### config.mk
export PLATFORM = sky130hd
export DESIGN_NAME = ioctl_ddr_writer_flat
export DESIGN_NICKNAME = d
export VERILOG_FILES = /design/src/rtl/ioctl_ddr_writer_if.sv /design/src/rtl/ioctl_ddr_writer.sv /design/src/flat_wrapper.sv
export SDC_FILE = /design/constraint.sdc
export NUM_CORES = 1
export LEC_CHECK = 0
export CAP_MARGIN = 15
export CORE_MARGIN = 10
export CORE_UTILIZATION = 47
export DETAILED_ROUTE_END_ITERATION = 8
export PLACE_DENSITY = 0.68
export SKIP_LAST_GASP = 1
export SLEW_MARGIN = 20
export SYNTH_ARGS = -nofsm -noshare
export SYNTH_HDL_FRONTEND = slang
export SYNTH_SLANG_ARGS = --single-unit
export TNS_END_PERCENT = 10
### constraint.sdc
create_clock -name clk -period 3.8 [get_ports clk]
set_input_delay 0.76 -clock clk [delete_from_list [all_inputs] [get_ports clk]]
set_output_delay 0.76 -clock clk [all_outputs]
set_load 0.03 [all_outputs]
### src/rtl/ioctl_ddr_writer_if.sv
// Bundle of the hps_io ROM download port and the DDR3 write port seen by the writer.
// The writer takes the master side: it drives the DDR request and the ioctl stall.
interface ioctl_ddr_writer_if;
    logic        ioctl_download;
    logic        ioctl_wr;
    logic [7:0]  ioctl_index;
    logic [26:0] ioctl_addr;
    logic [15:0] ioctl_dout;
    logic        ioctl_wait;

    logic        ddr_wr;
    logic [31:0] ddr_addr;
    logic [7:0]  ddr_burstLength;
    logic [7:0]  ddr_mask;
    logic [63:0] ddr_din;
    logic        ddr_waitReq;

    modport master (
        input  ioctl_download, ioctl_wr, ioctl_index, ioctl_addr, ioctl_dout,
        input  ddr_waitReq,
        output ioctl_wait,
        output ddr_wr, ddr_addr, ddr_burstLength, ddr_mask, ddr_din
    );

    modport slave (
        output ioctl_download, ioctl_wr, ioctl_index, ioctl_addr, ioctl_dout,
        output ddr_waitReq,
        input  ioctl_wait,
        input  ddr_wr, ddr_addr, ddr_burstLength, ddr_mask, ddr_din
    );
endinterface

### src/rtl/ioctl_ddr_writer.sv
// Packs 16-bit ioctl download words into an aligned burst buffer of 64-bit beats
// and writes each full or partial burst to DDR, stalling hps_io while it does so.
module ioctl_ddr_writer #(
    parameter logic [31:0] BASE_ADDR = 32'h3000_0000,
    parameter int          BURST_LEN = 8,
    parameter logic [7:0]  INDEX     = 8'd0
) (
    input  logic               clk,
    input  logic               rst,
    ioctl_ddr_writer_if.master bus,
    output logic               busy,
    output logic               done
);
    localparam int BW    = $clog2(BURST_LEN);
    localparam int BI_W  = (BW == 0) ? 1 : BW;
    localparam int TAG_W = 24 - BW;
    localparam logic [26:0]     LOW_ONES  = 27'(8 * BURST_LEN - 2);
    localparam logic [BI_W-1:0] LAST_BEAT = BI_W'(BURST_LEN - 1);

    typedef enum logic [1:0] {IDLE, FILL, FLUSH, POST} state_t;

    function automatic logic [BI_W-1:0] beat_of(input logic [26:0] a);
        return BI_W'((a >> 3) & 27'(BURST_LEN - 1));
    endfunction

    function automatic logic [TAG_W-1:0] tag_of(input logic [26:0] a);
        return TAG_W'(a >> (3 + BW));
    endfunction

    function automatic logic is_last(input logic [26:0] a);
        return (a & LOW_ONES) == LOW_ONES;
    endfunction

    state_t           state;
    logic [TAG_W-1:0] tag_q;
    logic [BI_W-1:0]  beat_cnt;
    logic [63:0]      buf_data [BURST_LEN];
    logic [7:0]       buf_mask [BURST_LEN];
    logic             pend_vld;
    logic [26:0]      pend_addr;
    logic [15:0]      pend_dout;
    logic             final_q;
    logic             flush_first;
    logic             wait_q;
    logic             wr_q;
    logic             done_q;

    logic        wr_req;
    logic        wr_acc;
    logic        same_tag;
    logic        beat_acc;
    logic        late_cap;
    logic        st_en;
    logic [26:0] st_addr;
    logic [15:0] st_dout;
    logic        unused_addr_lsb;

    assign unused_addr_lsb = bus.ioctl_addr[0];

    assign wr_req   = bus.ioctl_wr & bus.ioctl_download & (bus.ioctl_index == INDEX);
    assign wr_acc   = wr_req & ~wait_q;
    assign same_tag = tag_of(bus.ioctl_addr) == tag_q;
    assign beat_acc = wr_q & ~bus.ddr_waitReq;
    // hps_io may still strobe in the cycle the stall first rises; park that word.
    assign late_cap = (state == FLUSH) & flush_first & wr_req & ~pend_vld;

    always_comb begin
        st_en   = 1'b0;
        st_addr = bus.ioctl_addr;
        st_dout = bus.ioctl_dout;
        case (state)
            IDLE:    st_en = wr_acc;
            FILL:    st_en = wr_acc & same_tag;
            POST: begin
                st_en   = pend_vld;
                st_addr = pend_addr;
                st_dout = pend_dout;
            end
            default: st_en = 1'b0;
        endcase
    end

    always_ff @(posedge clk) begin
        if (rst) begin
            state       <= IDLE;
            tag_q       <= '0;
            beat_cnt    <= '0;
            pend_vld    <= 1'b0;
            pend_addr   <= '0;
            pend_dout   <= '0;
            final_q     <= 1'b0;
            flush_first <= 1'b0;
            wait_q      <= 1'b0;
            wr_q        <= 1'b0;
            done_q      <= 1'b0;
            for (int i = 0; i < BURST_LEN; i++) begin
                buf_data[i] <= '0;
                buf_mask[i] <= '0;
            end
        end else begin
            done_q <= 1'b0;
            if (st_en) begin
                buf_data[beat_of(st_addr)][{st_addr[2:1], 4'b0000} +: 16] <= st_dout;
                buf_mask[beat_of(st_addr)][{st_addr[2:1], 1'b0} +: 2]     <= 2'b11;
            end
            case (state)
                IDLE: begin
                    if (wr_acc) begin
                        tag_q   <= tag_of(bus.ioctl_addr);
                        final_q <= 1'b0;
                        if (is_last(bus.ioctl_addr)) begin
                            state       <= FLUSH;
                            wait_q      <= 1'b1;
                            wr_q        <= 1'b1;
                            beat_cnt    <= '0;
                            flush_first <= 1'b1;
                        end else begin
                            state <= FILL;
                        end
                    end
                end
                FILL: begin
                    if (wr_acc && same_tag) begin
                        if (is_last(bus.ioctl_addr)) begin
                            state       <= FLUSH;
                            wait_q      <= 1'b1;
                            wr_q        <= 1'b1;
                            beat_cnt    <= '0;
                            flush_first <= 1'b1;
                        end
                    end else if (wr_acc) begin
                        pend_vld    <= 1'b1;
                        pend_addr   <= bus.ioctl_addr;
                        pend_dout   <= bus.ioctl_dout;
                        state       <= FLUSH;
                        wait_q      <= 1'b1;
                        wr_q        <= 1'b1;
                        beat_cnt    <= '0;
                        flush_first <= 1'b1;
                    end else if (!bus.ioctl_download) begin
                        final_q     <= 1'b1;
                        state       <= FLUSH;
                        wait_q      <= 1'b1;
                        wr_q        <= 1'b1;
                        beat_cnt    <= '0;
                        flush_first <= 1'b1;
                    end
                end
                FLUSH: begin
                    flush_first <= 1'b0;
                    if (!bus.ioctl_download) final_q <= 1'b1;
                    if (late_cap) begin
                        pend_vld  <= 1'b1;
                        pend_addr <= bus.ioctl_addr;
                        pend_dout <= bus.ioctl_dout;
                    end
                    if (beat_acc) begin
                        if (beat_cnt == LAST_BEAT) begin
                            for (int i = 0; i < BURST_LEN; i++) begin
                                buf_data[i] <= '0;
                                buf_mask[i] <= '0;
                            end
                            wr_q  <= 1'b0;
                            state <= POST;
                            // done lines up with the POST cycle that ends the download.
                            if (!(pend_vld || late_cap) && (final_q || !bus.ioctl_download))
                                done_q <= 1'b1;
                        end else begin
                            beat_cnt <= beat_cnt + 1'b1;
                        end
                    end
                end
                POST: begin
                    if (pend_vld) begin
                        pend_vld <= 1'b0;
                        tag_q    <= tag_of(pend_addr);
                        final_q  <= 1'b0;
                        if (is_last(pend_addr)) begin
                            state       <= FLUSH;
                            wr_q        <= 1'b1;
                            beat_cnt    <= '0;
                            flush_first <= 1'b1;
                        end else begin
                            state  <= FILL;
                            wait_q <= 1'b0;
                        end
                    end else begin
                        state   <= IDLE;
                        wait_q  <= 1'b0;
                        final_q <= 1'b0;
                    end
                end
                default: state <= IDLE;
            endcase
        end
    end

    // Data-side outputs read straight from the buffer and are zero outside a burst.
    assign bus.ioctl_wait      = wait_q;
    assign bus.ddr_wr          = wr_q;
    assign bus.ddr_burstLength = 8'(BURST_LEN);
    assign bus.ddr_addr        = wr_q ? (BASE_ADDR + (32'(tag_q) << (3 + BW))) : '0;
    assign bus.ddr_mask        = wr_q ? buf_mask[beat_cnt] : '0;
    assign bus.ddr_din         = wr_q ? buf_data[beat_cnt] : '0;
    assign busy                = state != IDLE;
    assign done                = done_q;
endmodule

### src/flat_wrapper.sv
// flat-port wrapper written by rule: the top's interface ports become plain ports
module ioctl_ddr_writer_flat 
#(
    parameter logic [31:0] BASE_ADDR = 32'h3000_0000,
    parameter int          BURST_LEN = 8,
    parameter logic [7:0]  INDEX     = 8'd0
)
  (clk, rst, busy, done, bus_ioctl_download, bus_ioctl_wr, bus_ioctl_index, bus_ioctl_addr, bus_ioctl_dout, bus_ddr_waitReq, bus_ioctl_wait, bus_ddr_wr, bus_ddr_addr, bus_ddr_burstLength, bus_ddr_mask, bus_ddr_din);
  ioctl_ddr_writer_if bus_i ();
  input  logic clk;
  input  logic rst;
  output logic busy;
  output logic done;
  input wire logic [$bits(bus_i.ioctl_download)-1:0] bus_ioctl_download;
  input wire logic [$bits(bus_i.ioctl_wr)-1:0] bus_ioctl_wr;
  input wire logic [$bits(bus_i.ioctl_index)-1:0] bus_ioctl_index;
  input wire logic [$bits(bus_i.ioctl_addr)-1:0] bus_ioctl_addr;
  input wire logic [$bits(bus_i.ioctl_dout)-1:0] bus_ioctl_dout;
  input wire logic [$bits(bus_i.ddr_waitReq)-1:0] bus_ddr_waitReq;
  output wire logic [$bits(bus_i.ioctl_wait)-1:0] bus_ioctl_wait;
  output wire logic [$bits(bus_i.ddr_wr)-1:0] bus_ddr_wr;
  output wire logic [$bits(bus_i.ddr_addr)-1:0] bus_ddr_addr;
  output wire logic [$bits(bus_i.ddr_burstLength)-1:0] bus_ddr_burstLength;
  output wire logic [$bits(bus_i.ddr_mask)-1:0] bus_ddr_mask;
  output wire logic [$bits(bus_i.ddr_din)-1:0] bus_ddr_din;
  assign bus_i.ioctl_download = bus_ioctl_download;
  assign bus_i.ioctl_wr = bus_ioctl_wr;
  assign bus_i.ioctl_index = bus_ioctl_index;
  assign bus_i.ioctl_addr = bus_ioctl_addr;
  assign bus_i.ioctl_dout = bus_ioctl_dout;
  assign bus_i.ddr_waitReq = bus_ddr_waitReq;
  assign bus_ioctl_wait = bus_i.ioctl_wait;
  assign bus_ddr_wr = bus_i.ddr_wr;
  assign bus_ddr_addr = bus_i.ddr_addr;
  assign bus_ddr_burstLength = bus_i.ddr_burstLength;
  assign bus_ddr_mask = bus_i.ddr_mask;
  assign bus_ddr_din = bus_i.ddr_din;
  ioctl_ddr_writer #(.BASE_ADDR(BASE_ADDR), .BURST_LEN(BURST_LEN), .INDEX(INDEX)) u_core (.clk(clk), .rst(rst), .bus(bus_i), .busy(busy), .done(done));
endmodule
==> flow_summary.ini, run 1 <==
[timing]
setup_tns_ps = 0
max_freq_mhz = 266
tightest_slew_ps = 916
fin_skew_ps = 24.6
slew_violations = 0
max_slew_margin_pct = 38.9
min_period_ps = 3760
rsz0062_at_grt = true
fin_crit_sh_pct = 99.0
hold_viol = 0
setup_viol = 0

[clock_network]
clk_pin_slew_ps = 60
insertion_delay_ps = 630
clock_sinks = 622
cts.path.max_buffers = 3
htree_levels = 2
clk_root_buffer_cell = clkbuf_16
cts_tree = done
numCtsBuffers = 61

[layout]
finalNonFillerCells = 3183
final_common_cell = nor2_1
final_cell_mix = nor2_1, edfxtp_1, clkdlybuf4s50_1
fin_util_pct = 55.7
area_growth_pct = 17.3
nFillCells = 4898
fin_nets = 2423
drive_above_1_share_pct = 16.4

[yosys]
synth_top_family_by_area = multiplexers
yosys-top-cells-area = edfxtp_1, mux4_2, nor2_1
synth_adder_area_share_pct = 0.480
synth_compound_area_share_pct = 3.33
synth_xor_area_share_pct = 0.642
synth_edf_count = 545
syn-cell-area_mm2 = 0.0286
synth_area_leader_cell = edfxtp_1
ys.flop_type = edfxtp_1
ys_ff_latch = 622
ys_seq_area_share_pct = 62.5
synthMuxAreaShare_pct = 16.0
yosysWarningCount = 0
synth.top_cell.area_share_pct = 57.1
postSynthCellCount = 2154
synth_cell_type_count = 55
synth.avg_cell_area_um2 = 13.3
synthArstFlopShare_pct = 0
yosys.area_share.simple_pct = 13.3

[route]
first_iter_violations = 1593
wl_per_cell_um = 22.8
vias_per_cell = 5.61
postRouteAntennaNets = 0
drc = 0
dr.pass1.iters = 5
wl_um = 72700
via_count = 17857

[critical_path]
crit_required_ps = 3040
cp-start-kind = register
crit_chain = buf_4 -> buf_4 -> mux4_2 -> mux2i_1 -> nor2b_1 -> clkdlybuf4s50_1
arrival_ps = 3000
worstSetupPathType = register to output pin
cp_num_buf_inv = 3
cp_top_family = buffers and inverters
max_stage_delay_ps = 610
path_common_cell = buf_4
cp_max_fo = 8
crit_slowest_cell = clkdlybuf4s50_1
cp-end-kind = output pin

[flow_run]
drv_cap = 0

[power_and_ir_drop]
pwr_density_cell_mw_per_mm2 = 433
p_leak_nw = 11.2
ir_drop_mv = 0.345
finalPower_mw = 14.6

[global_routing]
grt_util_met2_pct = 34.3
grt_pass1_vias = 18457
grt_max_degree = 97
use_met3_pct = 4.17
grtUsageTotal_pct = 20.3
grt_pass1_wl_um = 110000
busiest_layer = met2
antenna_found_initial = 2
grtUsageMet1_pct = 25.9
overflow = 0

[hold_path]
hold_class = input port to register

[outcome]
status = completed

[die]
die_h_um = 267
start_util_pct = 47.5
dieArea_mm2 = 0.0712
fp-row-count = 90
io_pins = 172
coreArea_mm2 = 0.0604
die_w_um = 267

[placement]
port_buffers = 153
dp.cells = 3067
dp_hpwl_um = 45700
routabilityCongestion = 0.805
## stage by stage
stage | worst slack, ps | cell area, um2 | hold slack [ps]
final | 39.0 | 33600 | 483
after CTS | -107 | 33500 | 447
after global placement | -7.26 | 31600 | 466
after global routing | -62.1 | 33600 | 486
after detailed placement | 142 | 31600 | 480
after floorplan | 143 | 28700 | 454
## logic make-up (layout without fill, tap and decap cells)
group,Yosys count,count (layout)
compound gates,104,104
xor+xnor,21,21
mux,286,286
buf+inv,190,420
other cells,2,19
simple gates,918,918
fa+ha+maj,11,11
flops,622,622
## flip-flops by register name (all words and copies together) (netlist names), named ones only
signal,flops
u_core.buf_data,512
u_core.pend_addr,26
u_core.flush_first,1
u_core.final_q,1
u_core.state,2
u_core.bus.ioctl_wait,1
u_core.pend_vld,1
u_core.beat_cnt,3
u_core.pend_dout,16
u_core.buf_mask,33
u_core.bus.ddr_wr,1
u_core.tag_q,21
u_core.done,1
## layer usage
metal	routed length (um)	up-vias
met2	36100	767
met3	6440	113
met5	0	-
met4	1670	0
li1	-	8067
met1	28500	8910
## final cells by class
| class | count | area, um2 | share of cell area, % |
|---|---|---|---|
| flip-flops and latches | 622 | 17900 | 53.3 |
| multi-input cells | 1357 | 9750 | 29.0 |
| repair buffers | 268 | 2920 | 8.69 |
| clock buffers | 78 | 1650 | 4.92 |
| well taps | 782 | 978 | 2.91 |
| clock inverters | 28 | 206 | 0.614 |
| inverters | 46 | 173 | 0.514 |
| diodes | 2 | 5.00 | 0.0149 |
## worst paths after layout
path / startpoint / end / slack, ps / cells past startpoint
min reg2reg: u_core.pend_dout[5] / u_core.pend_dout[5] / 490 / 2
min: rst / u_core.bus.ddr_wr / 480 / 2
max: register / bus_ddr_din[18] / 40 / 6
max reg2reg: u_core.state[0] / u_core.buf_data[5][37] / 870 / 7
## synth_stat cells (all sizes together), types with 3 or more instances
library cell    n
buf            91
nor3            5
o21ai          47
nand4           5
nand2         138
mux4          135
inv            46
xnor2          19
mux2i         134
and2           22
nand2b          6
a21oi          32
nor2          646
clkbuf         53
dfxtp          77
and3            3
nor2b          71
edfxtp        545
or4             3
mux2           17
ha             11
a31oi           5
nand3           8
## power by group
| part | internal (mW) | total, mW | switching (mW) |
|---|---|---|---|
| logic | 0.391 | 1.07 | 0.680 |
| registers | 7.65 | 7.77 | 0.112 |
| clock network | 3.23 | 5.72 | 2.49 |
| total | 11.3 | 14.6 | 3.28 |
## what timing repair did
action	4_1_cts	5_1_grt
hold buffers	0	0
gates resized for setup	3	6
gates cloned	0	1
setup buffers	0	7
setup endpoints to repair	34	45
No activity file was read; power rests on OpenSTA's default activity.
==> run 2: changes to the inputs <==
--- a/config.mk
+++ b/config.mk
@@ -5,11 +5,13 @@
 export SDC_FILE = /design/constraint.sdc
 export NUM_CORES = 1
 export LEC_CHECK = 0
+export ABC_AREA = 1
 export CAP_MARGIN = 15
 export CORE_MARGIN = 10
 export CORE_UTILIZATION = 47
 export DETAILED_ROUTE_END_ITERATION = 8
-export PLACE_DENSITY = 0.68
+export GPL_TIMING_DRIVEN = 1
+export PLACE_DENSITY = 0.65
 export SKIP_LAST_GASP = 1
 export SLEW_MARGIN = 20
 export SYNTH_ARGS = -nofsm -noshare
==> constraint.sdc (replaced) <==
create_clock -name clk -period 4.4 [get_ports clk]
set_input_delay 0.88 -clock clk [delete_from_list [all_inputs] [get_ports clk]]
set_output_delay 0.88 -clock clk [all_outputs]
set_load 0.03 [all_outputs]
==> run 2 against run 1 <==
  * Routed wire length is 19% higher
  * Hold slack got worse by 9.3 ps
  * Non-clock buffer count up 23
  * Sequential cell count is the same
  * Critical path type unchanged
  * Sequential share of layout area fell by 2.1 points
  * Sequential power shrank 7.1%
  * Area after synthesis rose by 4.9%
==> flow_summary.ini, run 2 <==
[route]
first_iter_violations = 2641
drc = 0
vias_per_cell = 5.55
via_count = 23593
wl_per_cell_um = 20.3
wl_um = 86200
dr.pass1.iters = 6
postRouteAntennaNets = 0

[die]
fp-row-count = 92
io_pins = 172
die_h_um = 273
die_w_um = 273
dieArea_mm2 = 0.0745
start_util_pct = 47.6
coreArea_mm2 = 0.0632

[timing]
tightest_slew_ps = 852
setup_viol = 0
min_period_ps = 4300
slew_violations = 0
holdWs_ps = 474
rsz0062_at_grt = true
fin_crit_sh_pct = 97.8
fin_skew_ps = 25.8
max_slew_margin_pct = 43.1
hold_viol = 0
max_freq_mhz = 232
setup_ws_ps = 97.9

[outcome]
status = completed

[clock_network]
post_cts_buffers = 0
clk_pin_slew_ps = 60
clock_sinks = 622
numCtsBuffers = 67
postCtsHoldBufs = 0
htree_levels = 3
cts_resized = 0
clk_root_buffer_cell = clkbuf_16
cts_tree = done
cts.path.max_buffers = 3
insertion_delay_ps = 610

[power_and_ir_drop]
seqPwrFrac_pct = 39.4
intPower_mw = 12.0
combinationalPowerShare_pct = 29.1
p_switching_mw = 6.34
ir_drop_mv = 0.340
clkPwrFrac_pct = 31.5
pwr_density_cell_mw_per_mm2 = 524
p_leak_nw = 13.3
finalPower_mw = 18.3
swShare_pct = 34.6

[yosys]
yosysMostFrequentCell = nor2_1
synth_edf_count = 545
syn-cell-area_mm2 = 0.0301
synth.top_cell.area_share_pct = 54.5
synthArstFlopShare_pct = 0
synth_cell_type_count = 40
ys_seq_area_share_pct = 59.6
ys_ff_latch = 622
synth_area_leader_cell = edfxtp_1
yosys-top-cells-count = nor2_1, edfxtp_1, o21ai_0, nand2_1, inv_1
synth.avg_cell_area_um2 = 9.37
yosys-top-cells-area = edfxtp_1, nor2_1, o21ai_0
ys.flop_type = edfxtp_1
postSynthCellCount = 3208
yosysWarningCount = 0

[critical_path]
crit_required_ps = 3520
cp_max_fo = 60
cp-end-kind = output pin
cp-start-kind = register
worstSetupPathType = register to output pin
arrival_ps = 3420

[placement]
dp_hpwl_um = 52900
port_buffers = 153
routabilityCongestion = 0.863
postPlaceCellArea_mm2 = 0.0327
dp_slack_ps = 474

[layout]
top_regs = u_core.buf_data: 512 flops, u_core.buf_mask: 33 flops, u_core.pend_addr: 26 flops
drive_above_1_share_pct = 9.93
top_register = u_core.buf_data
final_cell_mix = nor2_1, edfxtp_1, o21ai_0
diodes = 0
nFillCells = 5448
fin_util_pct = 55.3
fin_nets = 3420
final_common_cell = nor2_1
largest_register_ffs = 512
postLayoutCellArea_mm2 = 0.0349
area_growth_pct = 16.3

[global_routing]
overflow = 0
grt_max_degree = 116
grt_pass1_wl_um = 133000
grt_pass1_vias = 23314
antenna_found_initial = 0
grtUsageTotal_pct = 22.6

[flow_run]
drv_cap = 0

[hold_path]
hold_class = register to register
==> run 2: power by group through the flow <==
stage	clock [mW]	sequential [mW]	combinational (mW)
after detailed placement	0	7.32	5.25
after global placement	0	7.30	5.13
final	5.77	7.22	5.33
after CTS	5.84	7.20	5.27
after global routing	6.06	7.27	5.88
after floorplan	0	7.18	3.58
==> run 2: cell families after synthesis <==
family	share of synthesized area (%)
AND/OR/NAND/NOR	21.8
other	0.0250
XOR/XNOR	0.525
buffers and inverters	7.35
AO/OA/AOI/OAI	10.2
flip-flops	59.6
adder cells (fa/ha/maj)	0.458
==> run 2: cell type report <==
class	count	area, um2	area share, %
Sequential cell	622	17900	51.3
Multi-Input combinational cell	2118	10000	28.6
Timing Repair Buffer	291	2770	7.93
Clock buffer	79	1760	5.05
Tap cell	846	1060	3.03
Inverter	253	962	2.75
Clock inverter	42	463	1.32
==> run 2: stage by stage <==
step | instances | TNS, ps
floorplan | 3223 | 0
global placement | 4129 | 0
detailed placement | 4129 | 0
CTS | 4250 | 0
global route | 4251 | -9.39
finish | 4251 | 0
==> run 2: path summary, 6_finish.rpt <==
| check | cells past startpoint | to | from | slack (ps) |
|---|---|---|---|---|
| hold reg to reg | 2 | u_core.tag_q[12] | u_core.pend_addr[18] | 470 |
| setup / recovery | 7 | bus_ddr_din[2] | register | 100 |
| setup reg to reg | 10 | u_core.buf_data[3][38] | u_core.state[0] | 820 |
| hold / removal | 2 | u_core.tag_q[12] | u_core.pend_addr[18] | 470 |
==> run 2: critical path, cell delays in order (launching register included) <==
cell	delay, ps
dfxtp_4	500
inv_8	360
buf_12	310
o21ai_0	130
o22ai_1	160
o21ai_0	120
a31oi_1	440
clkdlybuf4s50_1	780
==> run 2: layer usage <==
layer / vias up / part of all wire [%] / track usage [%]
met5: - / 0 / 0
li1: 11024 / - / -
met4: 0 / 2.9 / 8.42
met3: 141 / 9.0 / 4.88
met2: 1068 / 48 / 37.7
met1: 11360 / 40 / 28.4
